==> config.mk <==
export PLATFORM = sky130hd
export DESIGN_NAME = xor_parity_rx
export DESIGN_NICKNAME = d
export VERILOG_FILES = /design/src/rtl/xor_parity_rx.sv
export SDC_FILE = /design/constraint.sdc
export NUM_CORES = 1
export LEC_CHECK = 0
export BUFFER_PORTS_ARGS = -buffer_cell sky130_fd_sc_hd__buf_2
export CORE_MARGIN = 4
export CORE_UTILIZATION = 59
export DETAILED_ROUTE_END_ITERATION = 8
export GPL_TIMING_DRIVEN = 0
export HOLD_SLACK_MARGIN = 0.08
export PLACE_DENSITY = 0.87
export SLEW_MARGIN = 40
export SYNTH_ARGS = -nofsm -noshare
export SYNTH_HDL_FRONTEND = slang
export SYNTH_SLANG_ARGS = --single-unit
==> constraint.sdc <==
create_clock -name clk -period 2.7 [get_ports clk]
set_input_delay 0.54 -clock clk [delete_from_list [all_inputs] [get_ports clk]]
set_output_delay 0.54 -clock clk [all_outputs]
set_load 0.02 [all_outputs]
==> src/rtl/xor_parity_rx.sv <==
// Serial frame receiver: DATA_W data bits LSB first followed by one parity bit.
// Reports the assembled word with a parity check and flags frames restarted mid-way.
module xor_parity_rx #(
    parameter int unsigned DATA_W     = 8,
    parameter bit          ODD_PARITY = 1'b0
) (
    input  logic              clk,
    input  logic              rst_n,
    input  logic              in_valid,
    input  logic              in_bit,
    input  logic              in_start,
    output logic              out_valid,
    output logic [DATA_W-1:0] out_data,
    output logic              parity_err,
    output logic              frame_abort,
    output logic              busy
);

    localparam int unsigned CntW = $clog2(DATA_W + 1);

    typedef enum logic [1:0] {StIdle, StData, StParity} state_e;

    state_e            state_q, state_d;
    logic [CntW-1:0]   cnt_q, cnt_d;
    logic              xor_q, xor_d;
    logic [DATA_W-1:0] data_q, data_d;
    logic              out_valid_q, out_valid_d;
    logic [DATA_W-1:0] out_data_q, out_data_d;
    logic              parity_err_q, parity_err_d;
    logic              frame_abort_q, frame_abort_d;

    always_ff @(posedge clk) begin
        if (!rst_n) begin
            state_q <= StIdle;
        end else begin
            state_q <= state_d;
        end
    end

    // A start beat always begins a fresh frame, whatever state we are in.
    always_comb begin
        state_d = state_q;
        if (in_valid) begin
            if (in_start) begin
                state_d = StData;
            end else begin
                unique case (state_q)
                    StIdle:   state_d = StIdle;
                    StData:   if (cnt_q == CntW'(DATA_W - 1)) state_d = StParity;
                    StParity: state_d = StIdle;
                    default:  state_d = StIdle;
                endcase
            end
        end
    end

    always_comb begin
        cnt_d         = cnt_q;
        xor_d         = xor_q;
        data_d        = data_q;
        out_valid_d   = 1'b0;
        out_data_d    = out_data_q;
        parity_err_d  = parity_err_q;
        frame_abort_d = 1'b0;
        if (in_valid) begin
            if (in_start) begin
                frame_abort_d = (state_q != StIdle);
                data_d        = '0;
                data_d[0]     = in_bit;
                xor_d         = in_bit;
                cnt_d         = CntW'(1);
            end else if (state_q == StData) begin
                for (int i = 0; i < int'(DATA_W); i++) begin
                    if (cnt_q == CntW'(i)) data_d[i] = in_bit;
                end
                xor_d = xor_q ^ in_bit;
                cnt_d = cnt_q + CntW'(1);
            end else if (state_q == StParity) begin
                out_valid_d  = 1'b1;
                out_data_d   = data_q;
                parity_err_d = xor_q ^ in_bit ^ ODD_PARITY;
                cnt_d        = '0;
                xor_d        = 1'b0;
            end
        end
    end

    always_ff @(posedge clk) begin
        if (!rst_n) begin
            cnt_q         <= '0;
            xor_q         <= 1'b0;
            data_q        <= '0;
            out_valid_q   <= 1'b0;
            out_data_q    <= '0;
            parity_err_q  <= 1'b0;
            frame_abort_q <= 1'b0;
        end else begin
            cnt_q         <= cnt_d;
            xor_q         <= xor_d;
            data_q        <= data_d;
            out_valid_q   <= out_valid_d;
            out_data_q    <= out_data_d;
            parity_err_q  <= parity_err_d;
            frame_abort_q <= frame_abort_d;
        end
    end

    always_comb begin
        busy        = (state_q != StIdle);
        out_valid   = out_valid_q;
        out_data    = out_data_q;
        parity_err  = parity_err_q;
        frame_abort = frame_abort_q;
    end

endmodule

# [Word-level counts from Yosys, hierarchy flattened]
# Cells that the tools add are included.
[word_totals] regBits=26 wordCells=76 output_inout_bits=12
[classes] bitwise=5 addsub=1 reduce_logical=25 n_mux=20 eq_ne=10
[op_table] operator="$reduce_and A3 Y1" n=9
[op_table] operator="$reduce_bool A2 Y1" n=10
[op_table] operator="$eq A4 B3 Y1 const B" n=4
[op_table] operator="$mux W8" n=2
[op_table] operator="$mux W1" n=12
[op_table] operator="$mux W4" n=3
[op_table] operator="$eq A4 B2 Y1 const B" n=2
[op_table] operator="$mux W2" n=3
[op_table] operator="$add A4 B1 Y4 const B" n=1
[op_table] operator="$eq A4 B1 Y1 const B" n=1
[op_table] operator="$logic_not A4 Y1" n=1
[op_table] operator="$not A1 Y1" n=4
[op_table] operator="$reduce_and A2 Y1" n=2
[op_table] operator="$reduce_and A4 Y1" n=1
[op_table] operator="$reduce_or A4 Y1" n=1
[op_table] operator="$ne A3 B2 Y1 const B" n=1
[op_table] operator="$reduce_bool A3 Y1" n=1
[op_table] operator="$eq A2 B1 Y1 const B" n=1
[op_table] operator="$eq A2 B2 Y1 const B" n=1
[op_table] operator="$xor A1 B1 Y1" n=1

# [Longest topological paths before layout]
# Gate-level depths: netlist of the first run.
[logic_depth] word_depth=4 mapped_depth=6 depth_no_buf=5

# [Worst setup path before layout of the first run]
# No wires, ideal clock.
[synth_path] kind="input to register" start="input in_start" end="register parity_err_q, in the netlist parity_err" path_stages=5 setup_ps=116 arrival_time_ps=1354 slack_ps=1230 path_cell_list="buf_2 nand2_1 and3_1 buf_4 o211a_1"
[synth_via] elab_chain_cells=2
[synth_rtl] element="start, declared" line="11" rtl="input logic in_start,"
[synth_rtl] element="$not A1 Y1 (no line)"
[synth_rtl] element="$reduce_and A4 Y1 (no line)"
[synth_rtl] element="end signal, assigned" line="103" rtl="parity_err_q <= parity_err_d;"
[synth_rtl] element="end, declared" line="29" rtl="logic parity_err_q, parity_err_d;"
# No other way between the ends.
# A chain may end at the register's enable or synchronous reset.

# [Final worst setup path of the first run]
[layout_path] start="register state_q[1]" end="output busy"
[layout_via] elab_chain_cells=1
[layout_rtl] element="start, declared" line="23" rtl="state_e state_q, state_d;"
[layout_rtl] element="start signal, assigned" line="34" rtl="state_q <= StIdle;"
[layout_rtl] element="start signal, assigned" line="36" rtl="state_q <= state_d;"
[layout_rtl] element="$reduce_bool A2 Y1" line="109" rtl="busy = (state_q != StIdle);"
[layout_rtl] element="end, declared" line="16" rtl="output logic busy"
# No other way between the ends.

==> results of run 1 <==
==> power by group through the flow <==
stage	combinational (mW)	sequential (mW)	clock [mW]
2_1_floorplan	0.0554	0.403	0
3_3_place_gp	0.0698	0.403	0
3_5_place_dp	0.0728	0.404	0
4_1_cts	0.0743	0.395	0.201
5_1_grt	0.0829	0.397	0.222
6_report	0.0757	0.396	0.200
==> final timing paths <==
check	slack, ns	endpoint	cells past startpoint
worst max-delay path	0.87	busy	3
worst min-delay path	0.47	out_data[4]	2
worst max register to register	1.30	state_q[1]	4
worst min register to register	0.47	out_data[4]	2
==> worst max-delay path: cells and delay by family (launching register included) <==
kind / cells / cell delay (ns)
buffers and inverters: 2 / 0.33
flip-flops: 1 / 0.33
AND/OR/NAND/NOR: 1 / 0.31
==> cell families (layout without fill, tap and decap cells) <==
| kind of cell | after synthesis | after routing | share of synthesized area, % |
|---|---|---|---|
| simple gates | 53 | 53 | 22.14 |
| xor+xnor | 4 | 4 | 2.781 |
| fa+ha+maj | 4 | 4 | 3.972 |
| compound gates | 44 | 44 | 22.64 |
| buf+inv | 15 | 33 | 6.256 |
| flops | 26 | 26 | 41.31 |
| mux | 1 | 1 | 0.8937 |
==> per-stage QoR <==
| step | hold slack (ns) | utilization, % |
|---|---|---|
| 2_1_floorplan | 0.4412 | - |
| 3_3_place_gp | 0.4455 | 68.13 |
| 3_5_place_dp | 0.4536 | 68.13 |
| 4_1_cts | 0.4720 | 69.94 |
| 5_1_grt | 0.4891 | 69.94 |
| 6_report | 0.4696 | 69.94 |
==> sequential cells by signal, summed over array words and instances (netlist names) <==
| register | flops |
|---|---|
| parity_err | 1 |
| state_q | 2 |
| xor_q | 1 |
| frame_abort | 1 |
| out_valid | 1 |
| data_q | 8 |
| cnt_q | 4 |
| out_data | 8 |
==> routing by layer <==
layer | up-vias | GRT usage [%] | share of wire [%]
met5 | - | 0 | 0
met4 | 0 | 10.79 | 2.7
met3 | 11 | 3.542 | 6.7
met2 | 62 | 33.07 | 48
met1 | 525 | 25.67 | 43
li1 | 552 | - | -
==> cell type report <==
| type | instances | area (um2) | area share, % |
|---|---|---|---|
| plain buffers | 9 | 56.30 | 4.021 |
| clock buffers | 4 | 36.28 | 2.592 |
| inverters | 6 | 22.52 | 1.609 |
| multi-input cells | 106 | 660.6 | 47.19 |
| flip-flops and latches | 26 | 520.5 | 37.18 |
| well taps | 27 | 33.78 | 2.413 |
| repair buffers | 14 | 70.07 | 5.004 |
==> placed cells by master, fill, tap and decap left out, types with 2 or more instances in the layout <==
cell type	synthesis	layout
a21boi_0	9	9
a21oi_1	7	7
and2_1	3	3
and3_1	2	2
buf_2	3	17
buf_4	3	3
clkbuf_1	2	2
clkbuf_4	0	3
dfxtp_1	26	26
ha_1	4	4
inv_1	6	6
nand2_1	25	25
nand2b_1	2	2
nand3_1	3	3
nand4_1	5	5
nor2_1	4	4
nor2b_1	2	2
o211ai_1	6	6
o21ai_0	12	12
xor2_1	3	3
==> flow_summary.json, run 1 <==
{
  "status": "finished, final reports clean",
  "post-route-cell-area_mm2": 0.001400,
  "finClkSkew_ns": 0.001242,
  "grtUsageTotal_pct": 20.41,
  "synth_area_mm2": 0.001260,
  "yosys_warnings": 0,
  "timing.fmax_mhz": 545.0,
  "synth_nets": 156,
  "dp.cells": 188,
  "portBuffers": 14,
  "crit_path_max_fanout": 10,
  "start_util_pct": 62.94,
  "synth_top_area_share_pct": 41.31,
  "power_density_mw_per_mm2": 479.6,
  "crit_chain": "buf_4, or2_2, buf_2",
  "drt-vias-per-instance": 5.990,
  "clock_latency_ns": 0.33,
  "synthToLayoutAreaGrowth_pct": 11.12,
  "combPwrFrac_pct": 11.3,
  "yosysMostFrequentCell": "dfxtp_1",
  "hold_class": "reg2reg",
  "tns_ns": 0,
  "fp.coreArea_mm2": 0.002002,
  "total_power_mw": 0.6715,
  "fin_ws_ns": 0.8650,
  "cp_slowest_cell": "dfxtp_1",
  "drive_gt1_share_pct": 17.58,
  "finalCritPeriodShare_pct": 67.96,
  "placed_cell_area_mm2": 0.001364,
  "cellLeakagePower_nw": 0.5873,
  "rsz0062_at_grt": "no",
  "syn_area_per_cell_um2": 8.571,
  "ctsResizeCount": 0,
  "slew_headroom_pct": 68.14,
  "initialDrtViolationCount": 44,
  "grt_pass1_wl_um": 4340,
  "vias": 1150,
  "p_sw_share_pct": 25.19,
  "syn_inst": 147,
  "synth_commonest_cells": "26 x dfxtp_1, 25 x nand2_1, 12 x o21ai_0",
  "ant_nets": 0,
  "ys_types": 39,
  "cts_setup_buffers": 0,
  "route.detailed.wl_per_inst_um": 13.46,
  "setup_viol": 0,
  "pwr-share-clk_pct": 29.8,
  "nets": 175,
  "finalCriticalPeriod_ns": 1.835,
  "cts_max_level": 1,
  "critPathRequiredTime_ns": 2.16,
  "fp.dieArea_mm2": 0.002939,
  "layout.cells.non_filler": 192,
  "place_hpwl_um": 1875,
  "path_class": "reg2out",
  "final_hold_viol_count": 0,
  "endpoint_kind": "primary output",
  "nFillCells": 168,
  "netlist_top_cells_area": "dfxtp_1 41%, nand2_1 7.4%, a21boi_0 5.4%",
  "worstMarginPinSlew_ns": 0.4747,
  "fp.dieH_um": 54.21,
  "r2r-start": "cnt_q[2]",
  "async_flop_share_pct": 0,
  "cts_root_buffer": "clkbuf_4",
  "slowest_delay_ns": 0.33,
  "clk_pin_slew_ns": 0.14,
  "die_width_um": 54.21,
  "place_ws_ns": 1.094,
  "synth_flop_cell": "dfxtp_1",
  "seqPwrFrac_pct": 58.9,
  "grt_max_degree": 15,
  "rows": 16,
  "arrival_ns": 1.29,
  "drc": 0,
  "antenna_found_initial": 0,
  "clock_sinks": 26,
  "hold_buffers": 0,
  "internal-power_mw": 0.5023,
  "post-synth-top-area-cell": "dfxtp_1",
  "cts_buffers": 3,
  "p_sw_mw": 0.1691,
  "critPathLaunchType": "register",
  "ios": 17,
  "cts_tree": "done",
  "wirelength_um": 2585,
  "min_from": "out_data[4]",
  "gp_congestion": 0.8650,
  "final_max_slew_viol_count": 0,
  "seq_area_frac_synth_pct": 41.31,
  "drv_cap": 0,
  "ir_drop_uv": 333.7,
  "synth-seq-cells": 26,
  "synth-edff-count": 0,
  "first_pass_iters": 5,
  "clockBufferDepth": 2,
  "crit_path_start": "state_q[1]",
  "grt_pass1_vias": 990,
  "diodes": 0,
  "grt_overflow": 0
}
Power figures use the tool's default switching activity.
==> run 2: changes to the inputs <==
Settings changed: ABC_AREA set to 1, CORE_UTILIZATION 59 to 55, PLACE_DENSITY 0.87 to 0.83.
Clock period 2.7 ns to 1.9 ns, I/O delays scaled along.
==> flow_summary.json, run 2 <==
{
  "status": "finished, final reports clean",
  "crit_chain": "inv_1, nand2_1, buf_2",
  "crit_path_max_fanout": 4,
  "rsz0062_at_grt": "no",
  "drc": 0,
  "hold_buffers": 0,
  "synth_area_mm2": 0.001226,
  "total_power_mw": 1.125,
  "grt_max_degree": 16,
  "synth-edff-count": 0,
  "synth-seq-cells": 26,
  "ant_nets": 0,
  "gp_congestion": 0.8165,
  "diodes": 0,
  "final_max_slew_viol_count": 0,
  "clock_sinks": 26,
  "netlist_top_cells_area": "dfxtp_1 42%, nand2_1 12%, nor2_1 11%",
  "nets": 202,
  "drt-vias-per-instance": 5.242,
  "crit_buf_inv": 2,
  "rows": 16,
  "clock_latency_ns": 0.32,
  "synthToLayoutAreaGrowth_pct": 13.57,
  "fp.coreArea_mm2": 0.002042,
  "grt_pass1_vias": 1022,
  "syn_inst": 172,
  "path_class": "reg2out",
  "ctsResizeCount": 0,
  "cts_tree": "done",
  "final_common_cell": "nand2_1",
  "slowest_delay_ns": 0.43,
  "finClkSkew_ns": 0.003300,
  "cellLeakagePower_nw": 0.6922,
  "post-synth-top-area-cell": "dfxtp_1",
  "arrival_ns": 1.10,
  "drive_gt1_share_pct": 16.15,
  "grt_pass1_wl_um": 4305,
  "synth_flop_cell": "dfxtp_1",
  "clockBufferDepth": 2,
  "nFillCells": 184,
  "fp.dieArea_mm2": 0.003049,
  "first_pass_iters": 6,
  "tns_ns": 0,
  "post-route-cell-area_mm2": 0.001393,
  "cts_max_level": 1,
  "synth_nets": 181,
  "ir_drop_uv": 463.7,
  "finalCritPeriodShare_pct": 77.85,
  "worstMarginPinSlew_ns": 0.4590,
  "grtUsageTotal_pct": 16.87,
  "seq_area_frac_synth_pct": 42.45,
  "syn_area_per_cell_um2": 7.129,
  "endpoint_kind": "primary output",
  "hold_class": "in2reg",
  "placed_cell_area_mm2": 0.001340,
  "die_width_um": 55.22,
  "power_density_mw_per_mm2": 807.7,
  "initialDrtViolationCount": 18,
  "critPathRequiredTime_ns": 1.52,
  "fp.dieH_um": 55.22,
  "cp_slowest_cell": "dfxtp_1",
  "antenna_found_initial": 0,
  "route.detailed.wl_per_inst_um": 11.43,
  "yosys_warnings": 0,
  "synth_top_area_share_pct": 42.45,
  "portBuffers": 16,
  "grt_overflow": 0,
  "ys_types": 18,
  "slew_headroom_pct": 69.40,
  "ios": 17,
  "cts_buffers": 3,
  "drv_cap": 0,
  "critPathTopFamily": "flip-flops",
  "start_util_pct": 60.05,
  "synth_commonest_cells": "39 x nand2_1, 37 x nor2_1, 26 x dfxtp_1",
  "cts_root_buffer": "clkbuf_4",
  "wirelength_um": 2503,
  "clk_pin_slew_ns": 0.13,
  "timing.fmax_mhz": 676.1,
  "finalCriticalPeriod_ns": 1.479,
  "async_flop_share_pct": 0,
  "cts_setup_buffers": 0,
  "yosysMostFrequentCell": "nand2_1",
  "critPathLaunchType": "register",
  "final_hold_viol_count": 0,
  "setup_viol": 0,
  "place_hpwl_um": 1871,
  "vias": 1148,
  "most-common-layout-cells": "39 x nand2_1, 37 x nor2_1, 26 x dfxtp_1"
}
-- run 2: area by class of cell --
type	count	area (um2)	area share (%)
plain buffers	5	38.79	2.785
clock buffers	3	22.52	1.617
clock inverters	1	30.03	2.156
inverters	12	45.04	3.234
multi-input cells	129	621.8	44.65
flip-flops and latches	26	520.5	37.38
well taps	27	33.78	2.426
repair buffers	16	80.08	5.750
-- run 2: routing by layer --
metal	wire [um]	global-route usage, %	up-vias	part of all wire, %
li1	-	-	592	-
met1	1132	21.06	515	45
met2	1184	28.72	31	47
met3	120	2.331	10	4.8
met4	65	7.292	0	2.6
met5	0	0	-	0
-- run 2: worst paths after layout --
kind                                 start           to  slack, ns  depth (start not counted)
worst min register to register   data_q[3]    data_q[3]       0.50                          2
worst max register to register  state_q[0]  out_data[3]       0.65                          6
worst min-delay path                 rst_n   state_q[1]       0.33                          3
worst max-delay path            state_q[0]         busy       0.42                          3
-- run 2: metrics by stage --
stage | hold WS, ns | instances | worst slack, ns | util, %
6_report | 0.3310 | 219 | 0.4209 | 68.20
5_1_grt | 0.3293 | 219 | 0.3512 | 68.20
4_1_cts | 0.3215 | 219 | 0.4252 | 68.20
3_5_place_dp | 0.4702 | 215 | 0.5164 | 65.63
3_3_place_gp | 0.4691 | 215 | 0.5544 | 65.63
2_1_floorplan | 0.4523 | 172 | 0.8418 | -
-- run 2: worst min-delay path: cells and delay by family --
kind                   cells  cell delay [ns]
and+or+nand+nor            1             0.07
buffers and inverters      1             0.14
AOI/OAI and AO/OA          1             0.03
-- run 2: cell families after synthesis --
group	count (synthesis)	share of synthesized area, %
AOI/OAI and AO/OA	26	10.61
DFF	26	42.45
and+or+nand+nor	99	36.02
adders and majority gates	4	4.082
buffers and inverters	17	6.837
-- run 2: report_power, final --
| group | internal [mW] | switching [mW] | leakage, nW |
|---|---|---|---|
| Sequential | 0.571 | 0.0170 | 0.212 |
| Clock | 0.213 | 0.160 | 0.0279 |
| Combinational | 0.0580 | 0.105 | 0.452 |
==> run 3: changes to the inputs <==
Settings changed: CORE_UTILIZATION 55 to 50, PLACE_DENSITY 0.83 to 0.8.
Clock period 1.9 ns to 1.2 ns, I/O delays scaled along.
==> flow_summary.json, run 3 (same netlist as run 2, synthesis figures left out) <==
{
  "grtUsageTotal_pct": 17.81,
  "slowest_delay_ns": 0.37,
  "violations": "setup timing",
  "ir_drop_uv": 906.2,
  "slew_headroom_pct": 71.45,
  "diodes": 0,
  "ios": 17,
  "whs_endpoint": "state_q[1]",
  "power_density_mw_per_mm2": 1214,
  "cts_tree": "done",
  "post-route-cell-area_mm2": 0.001546,
  "fin_ws_ns": -0.005582,
  "regArea_um2": 533.0,
  "layout.cells.non_filler": 231,
  "first_pass_iters": 4,
  "dp.cells": 216,
  "cellLeakagePower_nw": 0.7533,
  "grt_pass1_wl_um": 4685,
  "timing.fmax_mhz": 829.5,
  "finClkSkew_ns": 0.002442,
  "crit_path_max_fanout": 4,
  "clk_pin_slew_ns": 0.15,
  "fp.dieArea_mm2": 0.003309,
  "route.detailed.wl_per_inst_um": 12.85,
  "worstHoldPathCells": 3,
  "r2r-start": "state_q[1]",
  "final_hold_viol_count": 0,
  "grt_pass1_vias": 1161,
  "cp_slowest_cell": "dfxtp_2",
  "most-common-layout-cells": "38 x nand2_1, 35 x nor2_1, 22 x dfxtp_1",
  "finalCritPeriodShare_pct": 100.5,
  "place_hpwl_um": 1853,
  "drv_cap": 0,
  "multiInputGateArea_um2": 663.1,
  "status": "finished with violations",
  "hold_class": "in2reg",
  "critPathLaunchType": "register",
  "clock_sinks": 26,
  "reg2regPathDepth": 8,
  "cts_root_buffer": "clkbuf_4",
  "fp.dieH_um": 57.52,
  "start_util_pct": 53.88,
  "nFillCells": 173,
  "cts_max_level": 1,
  "critPathRequiredTime_ns": 0.96,
  "rsz0062_at_grt": "yes",
  "path_class": "reg2out",
  "final_max_slew_viol_count": 0,
  "hold_buffers": 0,
  "portBuffers": 16,
  "finalCriticalPeriod_ns": 1.206,
  "endpoint_kind": "primary output",
  "placed_cell_area_mm2": 0.001341,
  "setup_viol": 1,
  "vias": 1217,
  "fp.coreArea_mm2": 0.002276,
  "drc": 0,
  "crit_chain": "inv_2, nand2_2, buf_6",
  "ant_nets": 0,
  "rows": 17,
  "die_width_um": 57.52,
  "final_common_cell": "nand2_1",
  "clockBufferDepth": 2,
  "worstMarginPinSlew_ns": 0.4282,
  "wirelength_um": 2969,
  "synthToLayoutAreaGrowth_pct": 26.12,
  "cts_buffers": 3,
  "total_power_mw": 1.878,
  "antenna_found_initial": 0,
  "drive_gt1_share_pct": 28.08,
  "clock_latency_ns": 0.33,
  "nets": 213,
  "gp_congestion": 0.7846,
  "r2r_slack_ns": 0.01,
  "initialDrtViolationCount": 51,
  "grt_max_degree": 16,
  "drt-vias-per-instance": 5.268,
  "r2r-end": "data_q[4]",
  "grt_overflow": 0,
  "min_from": "rst_n",
  "arrival_ns": 0.97
}
-- run 3: changes by cell type in the layout (fill, tap and decap cells not counted), sizes merged --
cell / before / now
buf: 19 / 31
clkbuf: 5 / 4
-- run 3: layout make-up --
class	instances	share of cell area (%)
Clock inverter	1	1.942
Buffer	4	2.265
Inverter	12	3.074
Clock buffer	3	1.456
Multi-Input combinational cell	129	42.88
Sequential cell	26	34.47
Timing Repair Buffer	28	11.65
Tap cell	28	2.265
-- run 3: where the power goes --
| group | internal [mW] | total [mW] | leakage, nW | switching, mW |
|---|---|---|---|---|
| clock network | 0.338 | 0.625 | 0.0279 | 0.287 |
| registers | 0.904 | 0.935 | 0.214 | 0.0303 |
| logic | 0.127 | 0.318 | 0.511 | 0.191 |
-- run 3: critical path, delay by kind of cell, from the launching register on --
kind / cells / cell delay, ns
buffers and inverters: 2 / 0.21
and+or+nand+nor: 1 / 0.06
DFF: 1 / 0.37
-- run 3: timing repair --
action	4_1_cts	5_1_grt
pin swaps	0	5
buffers inserted	4	8
endpoints found under the hold margin	0	0
gates resized for setup	11	14
setup endpoints to repair	12	25
-- run 3: how the worst max path moves through the flow --
stage	from	endpoint	slack, ns	cells after the start
floorplan	cnt_q[0]	data_q[4]	0.14	6
global placement	state_q[0]	out_data[5]	0.007	6
detailed placement	state_q[0]	parity_err	-0.02	6
CTS	state_q[1]	data_q[0]	-0.002	7
global route	state_q[1]	state_q[0]	-0.08	8
finish	state_q[1]	busy	-0.006	3
-- run 3: per-layer routing --
| layer | routed length, um | track usage (%) | vias up |
|---|---|---|---|
| li1 | - | - | 617 |
| met1 | 1306 | 19.18 | 559 |
| met5 | 0 | 0 | - |
| met2 | 1415 | 31.13 | 29 |
| met3 | 149 | 3.620 | 12 |
| met4 | 97 | 11.59 | 0 |
-- run 3: through the flow --
| stage | worst slack [ns] | setup TNS (ns) | hold WS [ns] | util, % |
|---|---|---|---|---|
| detailed placement | -0.02262 | -0.1321 | 0.4768 | 58.93 |
| global placement | 0.006956 | 0 | 0.4726 | 58.93 |
| floorplan | 0.1418 | 0 | 0.3630 | - |
| CTS | -0.001802 | -0.002886 | 0.1540 | 63.39 |
| finish | -0.005582 | -0.005582 | 0.1606 | 67.95 |
| global route | -0.08102 | -0.6933 | 0.1465 | 67.95 |
